**src/rtl/mld_15_7_decoder.sv**
```systemverilog
// mld_15_7_decoder: serial-in one-step majority-logic decoder for the (15,7) cyclic code
module mld_15_7_decoder (
  input  logic        clk,
  input  logic        reset,
  input  logic        rx_bit,
  input  logic        rx_valid,
  output logic        rx_ready,
  output logic [14:0] codeword_out,
  output logic [6:0]  data_out,
  output logic [3:0]  err_count,
  output logic        out_valid
);
  typedef enum logic {LOAD, DECODE} state_t;
  state_t      state_q, state_d;
  logic [14:0] buf_q, buf_d, cw_q, cw_d;
  logic [3:0]  cnt_q, cnt_d, flips_q, flips_d, err_q, err_d;
  logic        ov_q, ov_d;
  logic [3:0]  a;
  logic [2:0]  votes;
  logic        flip;
  always_comb begin
    a[0] = buf_q[7] ^ buf_q[8] ^ buf_q[10] ^ buf_q[14];
    a[1] = buf_q[3] ^ buf_q[11] ^ buf_q[12] ^ buf_q[14];
    a[2] = buf_q[1] ^ buf_q[5] ^ buf_q[13] ^ buf_q[14];
    a[3] = buf_q[0] ^ buf_q[2] ^ buf_q[6] ^ buf_q[14];
    votes = {2'b0, a[0]} + {2'b0, a[1]} + {2'b0, a[2]} + {2'b0, a[3]};
    flip = votes >= 3'd3;
    state_d = state_q;
    buf_d = buf_q;
    cnt_d = cnt_q;
    flips_d = flips_q;
    cw_d = cw_q;
    err_d = err_q;
    ov_d = 1'b0;
    if (state_q == LOAD) begin
      if (rx_valid) begin
        buf_d = {buf_q[13:0], rx_bit};
        cnt_d = cnt_q + 4'd1;
        if (cnt_q == 4'd14) begin
          state_d = DECODE;
          cnt_d = 4'd0;
          flips_d = 4'd0;
        end
      end
    end else begin
      // rotate position 14 down to 0, correcting it on the way past
      buf_d = {buf_q[13:0], buf_q[14] ^ flip};
      flips_d = flips_q + {3'b0, flip};
      cnt_d = cnt_q + 4'd1;
      if (cnt_q == 4'd14) begin
        state_d = LOAD;
        cnt_d = 4'd0;
        cw_d = buf_d;
        err_d = flips_d;
        ov_d = 1'b1;
      end
    end
  end
  always_ff @(posedge clk) begin
    if (reset) begin
      state_q <= LOAD;
      buf_q <= '0;
      cnt_q <= '0;
      flips_q <= '0;
      cw_q <= '0;
      err_q <= '0;
      ov_q <= 1'b0;
    end else begin
      state_q <= state_d;
      buf_q <= buf_d;
      cnt_q <= cnt_d;
      flips_q <= flips_d;
      cw_q <= cw_d;
      err_q <= err_d;
      ov_q <= ov_d;
    end
  end
  assign rx_ready = state_q == LOAD;
  assign codeword_out = cw_q;
  assign data_out = cw_q[14:8];
  assign err_count = err_q;
  assign out_valid = ov_q;
endmodule

```
**config.mk**
```make
export PLATFORM = sky130hd
export DESIGN_NAME = mld_15_7_decoder
export DESIGN_NICKNAME = d
export VERILOG_FILES = /design/src/rtl/mld_15_7_decoder.sv
export SDC_FILE = /design/constraint.sdc
export NUM_CORES = 1
export LEC_CHECK = 0
export ABC_AREA = 1
export CORE_MARGIN = 2
export CORE_UTILIZATION = 52
export DETAILED_ROUTE_END_ITERATION = 10
export GPL_TIMING_DRIVEN = 0
export PLACE_DENSITY = 0.76
export SKIP_CTS_REPAIR_TIMING = 1
export SLEW_MARGIN = 20
export SYNTH_ARGS = -nofsm -noshare
export SYNTH_HDL_FRONTEND = slang
export SYNTH_SLANG_ARGS = --single-unit
```
**constraint.sdc**
```tcl
create_clock -name clk -period 3.4 [get_ports clk]
set_input_delay 0.51 -clock clk [delete_from_list [all_inputs] [get_ports clk]]
set_output_delay 0.51 -clock clk [all_outputs]
set_load 0.05 [all_outputs]
```
* Word level (Yosys, flattened, before mapping)
Cells that the tools add are included.
** Word-level totals
- Register bits :: 44
- Bits in latches :: 0
- Bits in writable memories :: 0
- Memory bits (read-only) :: 0
- Bits of input ports :: 4
- Output and inout bits :: 28
- Word-level logic and storage cells :: 45
- Memories kept :: 0
** Cells by class
- $add $sub $neg :: 5
- Multiply operators :: 0
- Divide/modulo/power cells :: 0
- $lt $le $gt $ge :: 1
- Eq/ne operators :: 1
- Shifts and indexed selects :: 0
- Mux-type cells :: 12
- Bitwise operators :: 14
- Reduce and logical (&&, ||, !) cells :: 5
** Operators with widths (count)
- two-way mux 15 bit :: 2
- two-way mux 4 bit :: 6
- XOR 1 bit :: 13
- adder 4 x 1 -> 4 bit :: 1
- adder 4 x 1 -> 4 bit (second input constant) :: 1
- equality test 4 bit (second input constant) :: 1
- two-way mux 1 bit :: 4
- AND reduction 2 bit :: 2
- nonzero test 2 bit :: 2
- adder 2 x 1 -> 3 bit :: 1
- adder 3 x 1 -> 3 bit :: 1
- >= comparator 3 x 2 -> 1 bit (second input constant) :: 1
- adder 1 x 1 -> 2 bit :: 1
- OR reduction 2 bit :: 1
- NOT 1 bit :: 1

* Logic depth before layout (Yosys ltp)
Gate-level depths: netlist of the first run.
- Word-level depth :: 9
- Mapped depth :: 14

* Least setup slack after synthesis of the first run
No wires, ideal clock.
- Path type :: register to register
- Start point :: reg buf_q[14]
- End point :: reg flips_q[2]
- Setup time :: 70 ps
- Arrival :: 2678 ps
- Data required time :: 3330 ps
- Slack :: 652 ps
- Stages on the path, launching flop included :: 15
- Path buffers :: 1
- Clock period less this slack :: 2748 ps
- Path through :: dfxtp_1 clkbuf_1 xnor2_1 xnor2_1 fa_1 inv_1 ha_1 ha_1 nand2_1 nand2_1 ha_1 ha_1 xor2_1 nand2_1 a21oi_1
** Between the ends
- Longest elaborated chain between the ends :: 7
** Ends and longest elaborated chain
- start: declaration :: RTL line 15 : logic [14:0] buf_q, buf_d, cw_q, cw_d;
- start signal: assignment :: RTL line 70 : buf_q <= buf_d;
- XOR 1 bit, on equally long branches :: RTL line 22, 23
- adder 1 x 1 -> 2 bit :: RTL line 26 : votes = {2'b0, a[0]} + {2'b0, a[1]} + {2'b0, a[2]} + {2'b0, a[3]};
- adder 2 x 1 -> 3 bit :: RTL line 26
- adder 3 x 1 -> 3 bit (*) :: RTL line 26
- >= comparator 3 x 2 -> 1 bit (*) :: RTL line 27 : flip = votes >= 3'd3;
- adder 4 x 1 -> 4 bit (*) :: RTL line 48 : flips_d = flips_q + {3'b0, flip};
- two-way mux 4 bit (*) :: RTL line 35 : if (state_q == LOAD) begin
- end signal: assignment :: RTL line 72 : flips_q <= flips_d;
- end: declaration :: RTL line 16 : logic [3:0] cnt_q, cnt_d, flips_q, flips_d, err_q, err_d;
Mark *: on every way between the ends. The rest lies on a longest branch, timed or not.
A chain may end at the register's enable or synchronous reset.

* Worst setup path after layout of the first run
Same ends and word-level chain as after synthesis.

==> metrics.md, run 1 <==
| Metric | Value |
|---|---|
| Share of the synthesized area in the top cell type | 0.4557 |
| Core ar. | 3606 sq um |
| Max-cap violations | 0 |
| Dpl cells | 321 |
| WL per Instance | roughly 11 microns |
| Clock period minus final worst setup slack | 3.014 ns |
| Post-route clock skew | approximately 0.0073 ns |
| Fin crit share | 0.8865 |
| CTS tree | yes |
| Seq/Total Area, Yosys | 0.4557 |
| All-Layer GR Usage | 0.1971 |
| Worst-path fanout max | 7 |
| Worst Path Arrival | around 3.3 ns |
| Crit start category | flip-flop |
| Most frequent cell after synthesis | nand2_1 |
| Share of cells above drive strength 1 | 0.1036 |
| CP Capture Type | flip-flop |
| Hold_sp | codeword_out[0] |
| Hold depth | 2 |
| Max-slew headroom | 0.6643 |
| Asr flop ratio synth | 0 |
| Post-synth EDFFs | 0 |
| Filler instances | about 330 |
| Setup TNS | 0 ns |
| Global-route wire length before repair | 6430 microns |
| # diodes | 0 |
| Yosys warns | 0 |
| Register area | 880.8 sq um |
| Clock slew at reported path FFs | about 0.08 ns |
| Clk sink count | 44 |
| R2R setup slack | 0.39 ns |
| Finished Layout Cells | 328 |
| Number of port buffers | 30 |
| Total die area | 4221 sq um |
| Max-slew violations | 0 |
| Fin Hold WS | 0.4669 ns |
| Leading area contributor after synthesis | dfxtp_1 |
| Synthesized flop and latch total | 44 |
| Lkg Pwr | 1.041 nW |
| Gpl congestion | 0.8011 |
| Root Buffer | clkbuf_8 |
| Endpoints failing setup | 0 |
| Crit Path Category | reg -> reg |
| Via count | 1,639 |
| Largest net degree at the start of global routing | 13 |
| H-tree depth | 2 |
| Worst-Margin Slew | 0.5020 ns |
| Multi-input combinational cell area | 873.3 sq um |
| Via density | between 4 and 5 |
| Maximum VDD drop | 0.0002797 V |
| Syn avg cell area | 7.955 sq um |
| Hold Path End | codeword_out[0] |
| Vias in the first global route | between 1,500 and 2,000 |
| Synth Instances | 243 |
| Cts bufs inserted | 5 |
| Critical path data required time | 3.63 ns |
| P&R area growth vs syn | 22.65% |
| Total power | 0.9787 mW |
| Hold Fails Final Rpt | 0 |
| Synth Net Count | 252 |
| Post-Route WL | 3593 microns |
| HPWL after DPL | roughly 2600 microns |
| Drt first pass iters | 4 |
| Synthesized area | 1933 sq um |
| Iter 0 DRT Violations | 93 |
| Critical R2R Capture | flips_q[2] |
| Die width | 64.97 microns |
| Reg2reg path depth | 14 |
| Pwr Density | 412.8 nW/um^2 |
| Run status | complete, no violations |
| Nets@finish | 289 |
| Clock Path Buffers | 2 |
| Global route overflow | 0 |
| Rows | 22 |
| Clock Latency Late Sink | ~0.30 ns |
| Initial Util | 0.5361 |
| Top_reg_cell synth | dfxtp_1 |
| RSZ-0062 raised after global routing | no |
| Max frequency | 0.3318 GHz |
| Num ports | 32 |
| DRC | 0 |
| DIE HEIGHT | 64.97 microns |
| Hold Crit Class | reg -> reg |
| Synth area leaders | dfxtp_1 46%, nand2_1 10%, nand3_1 7.5% |
| Commonest cells in the netlist | 54 x nand2_1, 44 x dfxtp_1, 33 x nor2_1 |
| Routed Antenna Nets | 0 |
| Initial antenna violation count | 0 |
| Yosys cell types | 26 |
| Critical R2R Launch | buf_q[14] |
==> worst max-delay path: stages, from the launching register on <==
cell and delay (ns):
dfxtp_1 0.31, clkbuf_1 0.32, xnor2_1 0.18, xnor2_1 0.12, fa_1 0.55, inv_1 0.04
ha_1 0.19, ha_1 0.27, nand2_1 0.08, nand2_1 0.07, ha_1 0.22, ha_1 0.20
xor2_1 0.18, nand2_1 0.07, a21oi_1 0.14
==> flip-flops by register name (all words and copies together), names as in the netlist <==
signal,flops
flips_q,4
out_valid,1
buf_q,15
state_q,1
codeword_out,15
cnt_q,4
err_count,4
==> kinds of logic (layout without fill, tap and decap cells) <==
group                      after synthesis  in the layout  share of synthesized area
and+or+nand+nor                        125            125                     0.2887
DFF                                     44             44                     0.4557
buffers and inverters                   31             68                    0.09255
AOI/OAI and AO/OA                       24             24                    0.06343
xor gates and xnor gates                14             14                    0.06343
adders and majority gates                5              5                    0.03625
==> metrics by stage <==
step                      instance area [sq um]    util  setup WS (ns)
after floorplan                            1933       -         0.6519
after global placement                     2293  0.6360         0.4536
final                                      2371  0.6575         0.3859
after detailed placement                   2293  0.6360         0.4206
after CTS                                  2371  0.6575         0.3795
after global routing                       2371  0.6575         0.1292
==> cell usage in the layout (no fill, tap or decap) <==
cell type,instances
nand2_1,54
dfxtp_1,44
nor2_1,33
clkdlybuf4s50_1,30
nand3_1,29
o21ai_0,15
xnor2_1,12
inv_1,9
a21oi_1,8
buf_4,7
buf_2,6
clkbuf_8,5
clkbuf_1,4
ha_1,4
nand4_1,3
xor2_1,2
buf_6,2
nand2_2,2
inv_12,1
clkbuf_2,1
nor2_4,1
inv_2,1
nor3_4,1
nand3b_1,1
nor2_8,1
clkinv_1,1
a211oi_1,1
fa_1,1
clkinv_2,1
==> layer usage <==
metal,share of wire,GRT usage
met5,0,0
met4,0.028,0.09309
met3,0.040,0.04688
met2,0.46,0.3260
met1,0.47,0.2407
==> power breakdown <==
group	switching, mW	total [mW]	internal [mW]
registers	0.0132	0.541	0.528
clock network	0.164	0.303	0.140
logic	0.0781	0.134	0.0557
==> how the worst max path moves through the flow <==
stage / startpoint / cells after the start / slack [ns] / to
floorplan: buf_q[14] / 14 / 0.65 / flips_q[2]
global placement: buf_q[14] / 14 / 0.45 / flips_q[2]
global route: buf_q[14] / 14 / 0.13 / flips_q[2]
finish: buf_q[14] / 14 / 0.39 / flips_q[2]
CTS: buf_q[14] / 14 / 0.38 / flips_q[2]
detailed placement: buf_q[14] / 14 / 0.42 / flips_q[2]
==> layout make-up <==
class                      count  share of cell area
tap                           48             0.02533
inverter                      12             0.02427
multi-input combinational    168              0.3683
clock inverter                 1            0.002111
buffer                        19             0.05119
timing repair buffer          30              0.1266
sequential                    44              0.3715
clock buffer                   6             0.03061
Note: power is estimated with default switching activity, not from simulation.
==> run 2: changes to the inputs <==
--- a/config.mk
+++ b/config.mk
@@ -6,6 +6,7 @@
 export NUM_CORES = 1
 export LEC_CHECK = 0
 export ABC_AREA = 1
+export CAP_MARGIN = 20
 export CORE_MARGIN = 2
 export CORE_UTILIZATION = 52
 export DETAILED_ROUTE_END_ITERATION = 10
==> results of run 2 <==
Final layout, timing and power as in run 1 (identical DEF).
==> run 3: changes to the inputs <==
--- a/config.mk
+++ b/config.mk
@@ -8,10 +8,10 @@
 export ABC_AREA = 1
 export CAP_MARGIN = 20
 export CORE_MARGIN = 2
-export CORE_UTILIZATION = 52
+export CORE_UTILIZATION = 54
 export DETAILED_ROUTE_END_ITERATION = 10
 export GPL_TIMING_DRIVEN = 0
-export PLACE_DENSITY = 0.76
+export PLACE_DENSITY = 0.79
 export SKIP_CTS_REPAIR_TIMING = 1
 export SLEW_MARGIN = 20
 export SYNTH_ARGS = -nofsm -noshare
==> constraint.sdc (replaced) <==
create_clock -name clk -period 3.8 [get_ports clk]
set_input_delay 0.57 -clock clk [delete_from_list [all_inputs] [get_ports clk]]
set_output_delay 0.57 -clock clk [all_outputs]
set_load 0.05 [all_outputs]
==> metrics.md, run 3 (synthesis results as in run 1) <==
| Metric | Value |
|---|---|
| Run status | complete, no violations |
| Finished Cell Area | 2359 sq um (-0.53%) |
| Clock Path Buffers | 2 (unchanged) |
| Max-cap violations | 0 (unchanged) |
| Clock Latency Late Sink | 0.35 ns (+0.05 ns) |
| Endpoints failing setup | 0 (unchanged) |
| Max frequency | 0.3318 GHz (about the same) |
| Cts bufs inserted | 5 (unchanged) |
| Num ports | 32 (unchanged) |
| Root Buffer | clkbuf_4 |
| Total power | 0.8736 mW (-11%) |
| Commonest non-fill, non-tap cell in the layout | nand2_1 |
| Critical R2R Capture | flips_q[2] |
| R2R setup slack | 0.79 ns (+0.40 ns) |
| Hold Path End | codeword_out[10] |
| Crit. Startpoint | buf_q[14] |
| Initial Util | 0.5703 (+0.03424) |
| Hold depth | 2 (unchanged) |
| Hold Crit Class | reg -> reg |
| Worst Path Arrival | 3.31 ns (+0.06 ns) |
| Lkg Pwr | 1.037 nW (-0.37%) |
| Clock period minus final worst setup slack | 3.014 ns (-0.0003900 ns) |
| Post-route clock skew | 0.01137 ns (+0.004119 ns) |
| All-Layer GR Usage | 0.2016 (+0.004523) |
| Hold Fails Final Rpt | 0 (unchanged) |
| Setup TNS | 0 ns (unchanged) |
| Post-Route WL | 3609 microns (+0.45%) |
| Rows | 21 (-4.5%) |
| H-tree depth | 2 (unchanged) |
| Clk sink count | 44 (unchanged) |
| Reg2reg path depth | 14 (unchanged) |
| Most frequent cells in the layout | 54 x nand2_1, 44 x dfxtp_1, 33 x nor2_1, 30 x clkdlybuf4s50_1, 29 x nand3_1 |
| Critical R2R Launch | buf_q[14] |
| WL per Instance | 11.10 microns (+1.4%) |
| Pre-CTS setup slack | 0.8146 ns (+0.3940 ns) |
| Multi-input combinational cell area | 873.3 sq um (unchanged) |
| Total die area | 4074 sq um (-3.5%) |
| Fin crit share | 0.7931 (-0.09342) |
| Worst-path fanout max | 7 (unchanged) |
| Worst setup margin | 0.7863 ns (+0.4004 ns) |
| Fin Hold WS | 0.4773 ns (+0.01045 ns) |
| DIE HEIGHT | 63.83 microns (-1.8%) |
| Max-slew headroom | 0.6661 (+0.001781) |
| Vias in the first global route | 1,441 (-5.6%) |
| Register area | 880.8 sq um (unchanged) |
| HPWL after DPL | 2637 microns (about the same) |
| Initial antenna violation count | 0 (unchanged) |
| Largest net degree at the start of global routing | 13 (unchanged) |
| Crit start category | flip-flop |
| Via count | 1,617 (-1.3%) |
| Worst-Margin Slew | 0.4993 ns (-0.002662 ns) |
| Iter 0 DRT Violations | 78 (-16%) |
| CTS tree | yes |
| Core ar. | 3390 sq um (-6.0%) |
| Via density | 4.975 (-0.43%) |
| Global-route wire length before repair | 6417 microns (-0.20%) |
| DRC | 0 (unchanged) |
| Max-slew violations | 0 (unchanged) |
| Global route overflow | 0 (unchanged) |
| Routed Antenna Nets | 0 (unchanged) |
| Share of cells above drive strength 1 | 0.1039 (+0.0003712) |
| RSZ-0062 raised after global routing | no |
| Nets@finish | 289 (unchanged) |
| Pwr Density | 370.4 nW/um^2 (-10%) |
| Clock slew at reported path FFs | 0.12 ns (+0.04 ns) |
| P&R area growth vs syn | 22.01% |
| Gpl congestion | 0.8108 (+1.2%) |
| CP Capture Type | flip-flop |
| Filler instances | 272 (-16%) |
| Drt first pass iters | 4 (unchanged) |
| Hold_sp | buf_q[9] |
| Critical path data required time | 4.10 ns (+0.47 ns) |
| # diodes | 0 (unchanged) |
| Number of port buffers | 30 (unchanged) |
| Dpl cell area | 2291 sq um (-0.11%) |
| Maximum VDD drop | 0.0002337 V (-16%) |
| Crit Path Category | reg -> reg |
| Die width | 63.83 microns (-1.8%) |
==> run 3: cell types whose count changed in the layout (fill, tap and decap cells not counted) <==
cell | previous run | this run
clkbuf_4 | 0 | 5
clkbuf_8 | 5 | 0
bufinv_16 | 0 | 1
clkbuf_1 | 4 | 3
clkinv_2 | 1 | 0
==> run 3: stage by stage <==
stage	util	cells
final	0.6958	325
after global routing	0.6958	325
after CTS	0.6958	325
after detailed placement	0.6759	319
after global placement	0.6759	319
after floorplan	-	243
==> run 3: cell type report <==
cell class,instances,share of cell area
Tap cell,46,0.02440
Sequential cell,44,0.3735
Multi-Input combinational cell,168,0.3703
Inverter,12,0.02440
Clock buffer,5,0.01592
Timing Repair Buffer,30,0.1273
Clock inverter,1,0.01273
Buffer,19,0.05146
==> run 3: how the worst max path moves through the flow <==
stage	end	slack [ns]	cells past startpoint
after global placement	flips_q[2]	0.87	14
after global routing	flips_q[2]	0.58	14
after floorplan	flips_q[2]	1.05	14
after detailed placement	flips_q[2]	0.81	14
final	flips_q[2]	0.79	14
after CTS	flips_q[2]	0.78	14
==> run 3: critical path: stages, from the launching register on <==
cell and delay [ns]:
dfxtp_1 0.33, clkbuf_1 0.32, xnor2_1 0.18, xnor2_1 0.12
fa_1 0.53, inv_1 0.05, ha_1 0.19, ha_1 0.28
nand2_1 0.08, nand2_1 0.07, ha_1 0.22, ha_1 0.19
xor2_1 0.18, nand2_1 0.08, a21oi_1 0.13
==> run 3: report_power, final <==
| group | total [mW] | switching (mW) | internal [mW] |
|---|---|---|---|
| Clock | 0.271 | 0.139 | 0.132 |
| Combinational | 0.117 | 0.0693 | 0.0482 |
| Sequential | 0.485 | 0.0120 | 0.473 |
==> run 3: layer usage <==
metal	GRT usage	up-vias	routed length, microns
met2	0.3112	37	1628
met4	0.1223	0	113
met1	0.2590	725	1732
met3	0.04049	11	134
li1	-	844	-
met5	0	-	0
